**config.mk**
```make
export PLATFORM = sky130hd
export DESIGN_NAME = anim_sequencer
export DESIGN_NICKNAME = d
export VERILOG_FILES = /design/src/rtl/anim_sequencer.sv
export SDC_FILE = /design/constraint.sdc
export NUM_CORES = 1
export LEC_CHECK = 0
export ABC_AREA = 0
export CAP_MARGIN = 20
export CORE_MARGIN = 4
export CORE_UTILIZATION = 30
export DETAILED_ROUTE_END_ITERATION = 6
export HOLD_SLACK_MARGIN = 0.03
export PLACE_DENSITY = 0.47
export SLEW_MARGIN = 20
export SYNTH_ARGS = -nofsm -noshare
export SYNTH_HDL_FRONTEND = slang
export SYNTH_SLANG_ARGS = --single-unit
```
**constraint.sdc**
```tcl
create_clock -name clk -period 3.1 [get_ports clk]
set_clock_uncertainty 0.15 [all_clocks]
set_input_delay 0.465 -clock clk [delete_from_list [all_inputs] [get_ports clk]]
set_output_delay 0.465 -clock clk [all_outputs]
set_load 0.05 [all_outputs]
```
**src/rtl/anim_sequencer.sv**
```systemverilog
// anim_sequencer: per-frame animation controller for the black-hole renderer.
// Detects the vsync rising edge (end of the sync pulse, inside vertical
// blanking), keeps a frame counter and ring scroll phase, and drives the
// wait/fall/land motion of the "UW" text. All outputs move only on frame_tick.
// Optional build macro: ANIM_BOUNCE_EN adds a bounce (RISE state) on hard landings.
//
// state | meaning
// ------+---------------------------------------------------------------
// WAIT  | text parked at TEXT_Y_TOP, counting WAIT_FRAMES ticks
// FALL  | text accelerates downward, velocity capped at VMAX
// LAND  | text resting on TEXT_Y_FLOOR and blinking, counting HOLD_FRAMES
// RISE  | bounce upward with decaying velocity (ANIM_BOUNCE_EN only)
module anim_sequencer #(
  parameter int unsigned TEXT_Y_TOP   = 20,
  parameter int unsigned TEXT_Y_FLOOR = 276,
  parameter int unsigned WAIT_FRAMES  = 256,
  parameter int unsigned HOLD_FRAMES  = 64,
  parameter int unsigned VMAX         = 15
) (
  input  logic        clk,
  input  logic        reset,
  input  logic        vsync,
  input  logic        enable,
  output logic        frame_tick,
  output logic [15:0] frame_cnt,
  output logic [7:0]  ring_phase,
  output logic [9:0]  text_y,
  output logic        text_visible,
  output logic [1:0]  anim_state
);

  typedef enum logic [1:0] {
    ST_WAIT = 2'd0,
    ST_FALL = 2'd1,
    ST_LAND = 2'd2,
    ST_RISE = 2'd3
  } state_t;

  localparam logic [9:0]  Y_TOP     = 10'(TEXT_Y_TOP);
  localparam logic [9:0]  Y_FLOOR   = 10'(TEXT_Y_FLOOR);
  localparam logic [10:0] Y_FLOOR_W = 11'(TEXT_Y_FLOOR);
  localparam logic [15:0] WAIT_LAST = 16'(WAIT_FRAMES - 1);
  localparam logic [15:0] HOLD_LAST = 16'(HOLD_FRAMES - 1);
  localparam logic [5:0]  VEL_MAX   = 6'(VMAX);

  state_t      state;
  logic        vsync_q;
  logic [5:0]  vel;
  logic [15:0] ctr;
  logic        det;
  logic [15:0] cnt_nxt;
  logic [10:0] sum;

  assign det        = vsync & ~vsync_q;
  assign cnt_nxt    = frame_cnt + 16'd1;
  // 11-bit sum so a fast fall past the floor cannot wrap
  assign sum        = {1'b0, text_y} + {5'b0, vel};
  assign anim_state = state;

  // Frame edge detect, counters and motion FSM, all advanced on the frame tick
  always_ff @(posedge clk) begin
    if (reset) begin
      vsync_q      <= 1'b1;
      frame_tick   <= 1'b0;
      frame_cnt    <= '0;
      ring_phase   <= '0;
      text_y       <= Y_TOP;
      text_visible <= 1'b1;
      state        <= ST_WAIT;
      vel          <= '0;
      ctr          <= '0;
    end else begin
      vsync_q    <= vsync;
      frame_tick <= det;
      if (det) begin
        frame_cnt    <= cnt_nxt;
        // blink tracks the new frame count even while frozen in LAND
        text_visible <= (state == ST_LAND) ? ~cnt_nxt[3] : 1'b1;
        if (enable) begin
          ring_phase <= ring_phase + 8'd1;
          case (state)
            ST_WAIT: begin
              if (ctr == WAIT_LAST) begin
                ctr   <= '0;
                vel   <= 6'd1;
                state <= ST_FALL;
              end else begin
                ctr <= ctr + 16'd1;
              end
            end
            ST_FALL: begin
              if (sum >= Y_FLOOR_W) begin
                text_y <= Y_FLOOR;
`ifdef ANIM_BOUNCE_EN
                if (vel >= 6'd4) begin
                  vel   <= vel >> 1;
                  state <= ST_RISE;
                end else begin
                  state        <= ST_LAND;
                  text_visible <= ~cnt_nxt[3];
                end
`else
                state        <= ST_LAND;
                text_visible <= ~cnt_nxt[3];
`endif
              end else begin
                text_y <= sum[9:0];
                vel    <= (vel >= VEL_MAX) ? VEL_MAX : vel + 6'd1;
              end
            end
            ST_LAND: begin
              if (ctr == HOLD_LAST) begin
                ctr          <= '0;
                text_y       <= Y_TOP;
                vel          <= '0;
                state        <= ST_WAIT;
                text_visible <= 1'b1;
              end else begin
                ctr <= ctr + 16'd1;
              end
            end
            ST_RISE: begin
`ifdef ANIM_BOUNCE_EN
              text_y <= text_y - {4'b0, vel};
              if (vel == 6'd1) begin
                vel   <= 6'd1;
                state <= ST_FALL;
              end else begin
                vel <= vel - 6'd1;
              end
`else
              // unreachable in this build; recover to a clean WAIT
              text_y <= Y_TOP;
              vel    <= '0;
              ctr    <= '0;
              state  <= ST_WAIT;
`endif
            end
            default: state <= ST_WAIT;
          endcase
        end
      end
    end
  end

endmodule

```
==> impl_metrics.csv, run 1 <==
group,metric,value,unit
floorplanning,die_w,110.2,um
synth,yosysSeqAreaShare,38.95,%
routing,drt_pre_antenna_iters,4,
clock_network,clkLatencyLatePin,0.34,ns
sta,hold_viol,0,
routing,dr_total_vias,2610,
clock_network,clkSinkCount,61,
routing,routed_via_density,4.745,
placement,dp.final_hpwl,5.241,mm
floorplanning,core-area,10230,um2
synth,syn_inst,359,
finish,drive_above_1_share,11.35,%
clock_network,cts_root_buffer,"clkbuf_8",
routing,avgRoutedWirePerCell,13.04,um
grt,grt_pass1_wl,11.96,mm
min_path,hold_class,"reg2reg",
clock_network,clk_pin_slew_worst_paths,0.07,ns
finish,multi_input_area,1864,um2
sta,fin_crit,2.883,ns
grt,first_global_vias,2530,
clock_network,postCtsSetupRepairBufs,0,
routing,dr.first_iter.drc_count,79,
power_and_ir_drop,p_per_area,411.4,nW/um2
worst_setup_path,slowest_delay,0.42,ns
placement,gp_congestion,0.8291,
routing,drt.antenna.violating_nets,0,
sta,max_freq,346.9,MHz
sta,setup_viol_count_final,0,
outcome,status,"finished, final reports clean",
sta,final.setup.tns,0,ns
worst_setup_path,worst_ep_required_time,3.17,ns
power_and_ir_drop,p_leak,1.392,nW
synth,synth_warnings,0,
clock_network,ctsHoldBuffers,0,
synth,yosys_most_used_dff,"dfxtp_1",
synth,ys_ff_latch,61,
floorplanning,rows,37,
finish,nNetsFinal,429,
synth,synth_area,3136,um2
worst_setup_path,crit_type,"reg2reg",
synth,synth.avg_cell_area,8.734,um2
finish,diodes,0,
floorplanning,initial_core_util,30.65,%
grt,overflow,0,
grt,antenna_found_initial,0,
clock_network,cts.path.max_buffers,2,
synth,synth-edff-count,0,
clock_network,cts_tree,"yes",
grt,grt_usage,12.37,%
job,max_cap_viol_count,0,
floorplanning,pin_count,42,
synth,syn_nets,379,
floorplanning,fp.dieH,110.2,um
finish,final_util,38.91,%
finish,fillers,1068,
sta,worst_slew_pin_slew,0.7963,ns
sta,slew_headroom,46.91,%
routing,postRouteWirelength,7.173,mm
placement,io_buffers,41,
worst_setup_path,cp-start-kind,"flop",
synth,ys_async_sr_fraction,0,%
clock_network,cts_buffers,9,
power_and_ir_drop,max-vdd-ir-drop,196.6,uV
sta,post-route-period-util,93.00,%
worst_setup_path,crit_arrival,2.96,ns
worst_setup_path,worstPathCellList,"ha_1 > fa_2 > a21oi_1 > o221a_1 > a22oi_1 > a41oi_2 > a311oi_2 > nor3_4 > nor2_1 > a22o_1",
routing,remaining_drc_errors,0,
worst_setup_path,cp-end-kind,"flop",
sta,grt_setup_unrepaired,"no",
worst_setup_path,worstPathMaxFanout,7,
finish,area_growth,26.98,%
synth,ys_types,55,
floorplanning,die_area,12150,um2
clock_network,htree_levels,3,
finish,regArea,1221,um2
worst_setup_path,cp_slowest_cell,"fa_2",
grt,grt_max_degree,39,
sta,slew_violations,0,
==> cell families after synthesis <==
family	count (synthesis)	synth area share, %
adders and majority gates	16	6.624
muxes	3	1.077
xor gates and xnor gates	40	11.17
buffers and inverters	20	2.713
and+or+nand+nor	157	25.54
AOI/OAI and AO/OA	62	13.93
DFF	61	38.95
==> cell usage in the layout (no fill, tap or decap), types with 3 or more instances in the layout <==
cell type	instances
inv_1	11
a22o_1	5
nor2_1	54
dfxtp_1	61
ha_1	15
nand3_1	19
or3_1	3
xnor2_1	12
buf_4	7
nand2b_1	8
and3_1	7
a21oi_2	3
clkdlybuf4s50_1	41
o21ai_0	11
nor2b_1	4
and2_1	5
clkbuf_8	9
a21oi_1	17
nand4_1	12
nand2_1	30
xor2_1	27
o21ai_1	3
==> state kept, by name, summed over array words and instances, names as in the netlist <==
signal        cells
anim_state        2
ctr              16
frame_cnt        16
frame_tick        1
ring_phase        8
text_visible      1
text_y           10
vel               6
vsync_q           1
==> worst paths after layout <==
kind	from	to	slack, ns	depth (start not counted)
hold reg to reg	ctr[5]$_SDFFE_PP0P_	ctr[5]$_SDFFE_PP0P_	0.34	2
hold / removal	ctr[5]$_SDFFE_PP0P_	ctr[5]$_SDFFE_PP0P_	0.34	2
setup reg to reg	text_y[0]$_SDFFE_PP0P_	vel[1]$_SDFFE_PP0P_	0.22	10
setup / recovery	text_y[0]$_SDFFE_PP0P_	vel[1]$_SDFFE_PP0P_	0.22	10
==> critical path: cells and delay by family (launching register included) <==
| family | cells | cell delay (ns) |
|---|---|---|
| AO/OA/AOI/OAI | 6 | 1.26 |
| adder cells (fa/ha/maj) | 2 | 0.67 |
| AND/OR/NAND/NOR | 2 | 0.37 |
| flip-flops | 1 | 0.33 |
==> synthesized netlist by cell type, types with 2 or more instances <==
master    number  area share (%)
nor4b_2        2            0.96
nand2b_1       8             1.6
nor3_1         2            0.32
and2_1         5             1.0
a31o_2         2            0.56
o211ai_2       2            0.80
nor4b_1        2            0.56
o21ai_1        3            0.48
o21ai_0       11             1.8
inv_1         11             1.3
a22o_1         5             1.4
mux2i_1        2            0.64
clkbuf_1       5            0.60
xnor2_1       12             3.4
and3_1         7             1.4
nor2b_1        4            0.80
or3_1          3            0.60
nor4_1         2            0.40
a211oi_2       2            0.80
a31oi_1        3            0.60
nand3_1       19             3.0
a211oi_1       2            0.48
a21oi_2        2            0.56
xor2_1        28             7.8
nand4_1       12             2.4
nand2_1       30             3.6
dfxtp_1       61              39
ha_1          15             6.0
a21oi_1       18             2.9
nor2_1        54             6.5
==> routing by layer <==
layer	global-route usage, %	share of wire [%]	vias to the layer above
met2	21.14	49	27
met1	15.21	46	1215
met5	0	0	-
met3	3.145	3.5	9
met4	3.958	1.2	0
li1	-	-	1359
==> where the power goes <==
part            total, W  internal (W)  switching (W)
Combinational  0.0000478     0.0000168      0.0000310
Clock           0.000799      0.000457       0.000343
Sequential      0.000790      0.000787     0.00000365
Total            0.00164       0.00126       0.000377
==> repair_timing <==
item                       4_1_cts  5_1_grt
hold endpoints to repair         0        0
resized for setup                0        6
setup endpoints to repair        0       16
==> area by class of cell <==
class | instances | area share, %
Timing Repair Buffer | 48 | 11.63
Inverter | 11 | 1.037
Clock inverter | 7 | 2.451
Clock buffer | 9 | 3.111
Sequential cell | 61 | 30.67
Multi-Input combinational cell | 278 | 46.83
Tap cell | 136 | 4.274
==> metrics by stage <==
| stage | instance area (um2) | cells | setup WS, ns | total power (W) | hold slack (ns) |
|---|---|---|---|---|---|
| 4_1_cts | 3946 | 550 | 0.01619 | 0.001668 | 0.3491 |
| 3_3_place_gp | 3725 | 534 | 0.1528 | 0.0008578 | 0.3130 |
| 6_report | 3981 | 550 | 0.2169 | 0.001638 | 0.3363 |
| 2_1_floorplan | 3136 | 359 | 0.01016 | 0.0008390 | 0.3039 |
| 5_1_grt | 3981 | 550 | 0.03830 | 0.001715 | 0.3752 |
| 3_5_place_dp | 3725 | 534 | 0.03331 | 0.0008578 | 0.3344 |
(Power assumes the default switching activity.)
==> run 2, diff against run 1 <==
CORE_MARGIN = 1   (was 4)
==> run 2 against run 1 <==
Net effect:
- utilization is 0.40 points higher
- global-route usage up 1.2 points
- clock-buffer cell count stayed put
- wire length down 0.75%
- design area down 1.7%
- final cell count shrank 0.55%
- critical path type unchanged
==> impl_metrics.csv, run 2 (synthesis results as in run 1) <==
group,metric,value,unit
worst_setup_path,worst_ep_required_time,3.22,ns
finish,drive_above_1_share,10.39,%
placement,gp_congestion,0.7582,
min_path,hold_class,"reg2reg",
routing,postRouteWirelength,7.119,mm
clock_network,cts_root_buffer,"clkbuf_8",
min_path,hold_start,"ctr[5]$_SDFFE_PP0P_",
routing,dr_total_vias,2628,
clock_network,ctsHoldBuffers,0,
grt,grt_pass1_wl,11.87,mm
worst_setup_path,worstRegToRegCells,10,
grt,first_global_vias,2456,
routing,drt.antenna.violating_nets,0,
routing,avgRoutedWirePerCell,13.01,um
sta,setup_viol_count_final,0,
finish,final_common_cell,"dfxtp_1",
worst_setup_path,crit_arrival,3.11,ns
worst_setup_path,cp-end-kind,"flop",
sta,max_freq,334.4,MHz
power_and_ir_drop,p_leak,1.389,nW
worst_setup_path,r2r_start,"text_y[0]$_SDFFE_PP0P_",
clock_network,cts.path.max_buffers,2,
worst_setup_path,cp_slowest_cell,"fa_1",
power_and_ir_drop,p_int,0.001164,W
floorplanning,fp.dieH,104.2,um
clock_network,htree_levels,3,
placement,place_inst,532,
finish,nNetsFinal,430,
routing,remaining_drc_errors,0,
clock_network,cts_tree,"yes",
power_and_ir_drop,totalPowerFinal,0.001522,W
floorplanning,pin_count,42,
placement,io_buffers,41,
worst_setup_path,cp-start-kind,"flop",
routing,dr.first_iter.drc_count,76,
finish,diodes,0,
routing,routed_via_density,4.804,
min_path,hold_path_depth,2,
routing,drt_pre_antenna_iters,4,
sta,fin_crit,2.990,ns
power_and_ir_drop,combPwrFrac,3.2,%
finish,area_growth,24.82,%
grt,antenna_found_initial,0,
worst_setup_path,crit_end,"anim_state[1]$_SDFFE_PP0P_",
clock_network,clk_pin_slew_worst_paths,0.07,ns
floorplanning,die_w,104.2,um
worst_setup_path,critPathMostFrequentCell,"nor2_1",
sta,slew_violations,0,
floorplanning,core-area,9955,um2
clock_network,clkLatencyLatePin,0.34,ns
sta,post-route-period-util,96.46,%
outcome,status,"finished, final reports clean",
worst_setup_path,critical_path.startpoint,"text_y[0]$_SDFFE_PP0P_",
power_and_ir_drop,pwr-share-clk,44.8,%
sta,slew_headroom,50.71,%
worst_setup_path,rrSetupSlack,0.11,ns
sta,hold_viol,0,
finish,finalNonFillerCells,547,
worst_setup_path,crit_type,"reg2reg",
power_and_ir_drop,power_frac_seq,52.0,%
power_and_ir_drop,power.net_switching,0.0003577,W
finish,final_cell_mix,"dfxtp_1 (61), nor2_1 (54), clkdlybuf4s50_1 (41)",
power_and_ir_drop,netSwitchingFraction,23.51,%
placement,dp.final_hpwl,5.114,mm
sta,fin_ws,0.1096,ns
worst_setup_path,worstReg2RegEnd,"anim_state[1]$_SDFFE_PP0P_",
worst_setup_path,worstPathMaxFanout,6,
grt,overflow,0,
placement,placed_cell_area,3729,um2
clock_network,cts_buffers,9,
power_and_ir_drop,p_per_area,388.8,nW/um2
floorplanning,die_area,10860,um2
sta,grt_setup_unrepaired,"yes",
floorplanning,rows,36,
clock_network,clkSinkCount,61,
sta,worst_slew_pin_slew,0.7394,ns
finish,fin_area,3914,um2
grt,grt_usage,13.59,%
worst_setup_path,worstPathCellList,"ha_1 > fa_1 > a211oi_2 > nor2_1 > xor2_1 > a41oi_2 > a31oi_2 > nor2_1 > a21oi_1 > mux2i_1",
grt,grt_max_degree,37,
finish,reg_top3,"ctr x16, frame_cnt x16, text_y x10",
floorplanning,initial_core_util,31.50,%
job,max_cap_viol_count,0,
power_and_ir_drop,max-vdd-ir-drop,197.3,uV
placement,dp_slack,0.05846,ns
worst_setup_path,slowest_delay,0.49,ns
==> run 2: timing repair <==
action	4_1_cts	5_1_grt
setup buffers	0	0
endpoints found under the setup margin	0	13
resized for setup	0	1
==> run 2: how the worst min path moves through the flow <==
stage                                             to  slack (ns)
after floorplan                  ctr[5]$_SDFFE_PP0P_        0.30
after global placement           ctr[5]$_SDFFE_PP0P_        0.32
after detailed placement   text_visible$_SDFFE_PP1P_        0.33
after CTS                        ctr[5]$_SDFFE_PP0P_        0.35
after global routing      ring_phase[1]$_SDFFE_PP0P_        0.37
final                            ctr[5]$_SDFFE_PP0P_        0.34
==> run 2: area by class of cell <==
type,count,area (um2)
Sequential cell,61,1221
Timing Repair Buffer,49,470.5
Clock buffer,9,123.9
Tap cell,133,166.4
Fill cell,1043,6041
Clock inverter,6,55.05
Inverter,11,41.29
Multi-Input combinational cell,278,1836
==> run 2: worst max-delay path: cells and delay by family, from the launching register on <==
kind | cells | cell delay (ns)
xor+xnor | 1 | 0.21
simple gates | 2 | 0.19
compound gates | 4 | 1.09
fa+ha+maj | 2 | 0.74
mux | 1 | 0.21
flops | 1 | 0.33
==> run 2: per-layer routing <==
metal | wire length (um) | share of wire (%) | GRT usage [%] | vias up
met5 | 0 | 0 | 0 | -
met4 | 94 | 1.3 | 5.204 | 0
met3 | 222 | 3.1 | 3.571 | 11
met2 | 3370 | 47 | 22.10 | 30
met1 | 3431 | 48 | 17.13 | 1226
li1 | - | - | - | 1361
==> run 2: per-stage QoR <==
| step | util, % | hold WS (ns) | setup TNS [ns] |
|---|---|---|---|
| after floorplan | - | 0.3039 | 0 |
| after global placement | 37.46 | 0.3233 | 0 |
| after detailed placement | 37.46 | 0.3288 | 0 |
| after CTS | 39.25 | 0.3475 | 0 |
| after global routing | 39.32 | 0.3725 | -0.4979 |
| final | 39.32 | 0.3399 | 0 |
==> run 2: power by group through the flow <==
stage / clock network (W) / registers [W] / logic [W]
floorplan: 0 / 0.000817 / 0.0000221
global placement: 0 / 0.000808 / 0.0000498
detailed placement: 0 / 0.000808 / 0.0000499
CTS: 0.000716 / 0.000790 / 0.0000501
global route: 0.000741 / 0.000791 / 0.0000536
finish: 0.000682 / 0.000791 / 0.0000491
==> run 3, diff against run 2 <==
ABC_AREA = not set   (was 0)
==> results of run 3 <==
Same layout as run 2: the final DEF is identical, and so are final timing and power.
==> edit, RTL diff (flow settings as in run 3) <==
Add a define of `ANIM_BOUNCE_EN`.
--- a/src/rtl/anim_sequencer.sv
+++ b/src/rtl/anim_sequencer.sv
@@ -10,6 +10,8 @@
 // FALL  | text accelerates downward, velocity capped at VMAX
 // LAND  | text resting on TEXT_Y_FLOOR and blinking, counting HOLD_FRAMES
 // RISE  | bounce upward with decaying velocity (ANIM_BOUNCE_EN only)
+`define ANIM_BOUNCE_EN
+
 module anim_sequencer #(
   parameter int unsigned TEXT_Y_TOP   = 20,
   parameter int unsigned TEXT_Y_FLOOR = 276,
Behaviour: same outputs for any inputs over 10 cycles, from zero or initial values and one cycle with reset high; that may be too few to reach the edited logic, so the function may still have changed.
==> edit against run 3 <==
- global-route usage rose by 3.3 points
- wire length rose by 49%
- final area rose by 32%
- non-clock buffer count rose by 41
- fmax fell by 1.1%
- worst setup slack got worse by 0.033 ns
- power rose by 20%
- synthesized area rose by 21%
- sequential cell count did not move
- via count rose by 37%
- clock power rose by 45%
- largest power group is now the clock network
==> edit: results <==
export IMPL_p_seq_share_pct=43.3
export IMPL_worst_ep_arrival_time_ns=3.13
export IMPL_synth_area_top_cells="dfxtp_1 32%, ha_1 7.6%, nor2_1 6.1%"
export IMPL_seq_area_frac_synth_pct=32.1
export IMPL_drt_met1_wl_mm=5.12
export IMPL_syn_nets=507
export IMPL_muxShareOfSynthArea_pct=0.821
export IMPL_routed_wl_met2_mm=4.74
export IMPL_cts_buffer_depth=2
export IMPL_place_inst=704
export IMPL_layout_drive_gt1_share_pct=19.4
export IMPL_grt_pass1_wl_mm=17.2
export IMPL_critical_path_slowest_cell="or4_4"
export IMPL_use_met1_pct=22.1
export IMPL_combPwrFrac_pct=2.6
export IMPL_synth_xor_area_share_pct=9.43
export IMPL_worstMarginPinSlew_ns=0.852
export IMPL_fillers=1232
export IMPL_cts_buffers=9
export IMPL_cp_max_fo=3
export IMPL_layout_cells_non_filler=725
export IMPL_use_met2_pct=26.4
export IMPL_grt_max_degree=33
export IMPL_dr_wl_met3_um=443
export IMPL_drtPass1Iterations=5
export IMPL_switching_share_pct=22.7
export IMPL_synth_flop_cell="dfxtp_1"
export IMPL_grtUsageTotal_pct=16.9
export IMPL_clkTransAtPathRegs_ns=0.05
export IMPL_drt_iter0_markers=221
export IMPL_hpwl_mm=7.57
export IMPL_place_congestion=0.838
export IMPL_synth_area_per_cell_um2=7.97
export IMPL_final_nets=581
export IMPL_vdd_drop_max_uv=219
export IMPL_cts_root_buf="clkbuf_16"
export IMPL_post_drt_wl_per_cell_um=14.6
export IMPL_vias_per_cell=4.98
export IMPL_grt_pass1_vias=3408
export IMPL_status="completed"
export IMPL_synth_top_cells_by_count="62 x nor2_1, 61 x dfxtp_1, 47 x nand2_1, 31 x a21oi_1, 26 x xor2_1"
export IMPL_postCtsSetupBuffers=1
export IMPL_comb_power_w=0.0000472
export IMPL_port_buffers=41
export IMPL_use_met3_pct=4.24
export IMPL_synthDistinctLibCells=65
export IMPL_synth_compound_area_share_pct=19.4
export IMPL_p_leak_nw=1.85
export IMPL_synth_adder_area_share_pct=8.61
export IMPL_ctsResizeCount=10
-- edit: per-stage QoR --
step | cell area (µm²) | worst slack (ns)
detailed placement | 4670 | -0.0903
global placement | 4670 | -0.0230
CTS | 5000 | 0.00509
finish | 5170 | 0.0769
floorplan | 3830 | -0.00225
global route | 5170 | -0.0442
-- edit: final timing paths --
check / endpoint / slack, ns / cells after the start / start
worst min register to register: text_visible / 0.32 / 2 / text_visible
worst max-delay path: vel[2] / 0.08 / 12 / text_y[0]
worst min-delay path: text_visible / 0.32 / 2 / text_visible
worst max register to register: vel[2] / 0.08 / 12 / text_y[0]
-- edit: cell type report --
type / instances / share of cell area [%]
clock inverters: 3 / 0.339
clock buffers: 13 / 5.25
repair buffers: 90 / 15.1
inverters: 16 / 1.16
flip-flops and latches: 61 / 23.9
multi-input cells: 374 / 50.1
well taps: 168 / 4.07
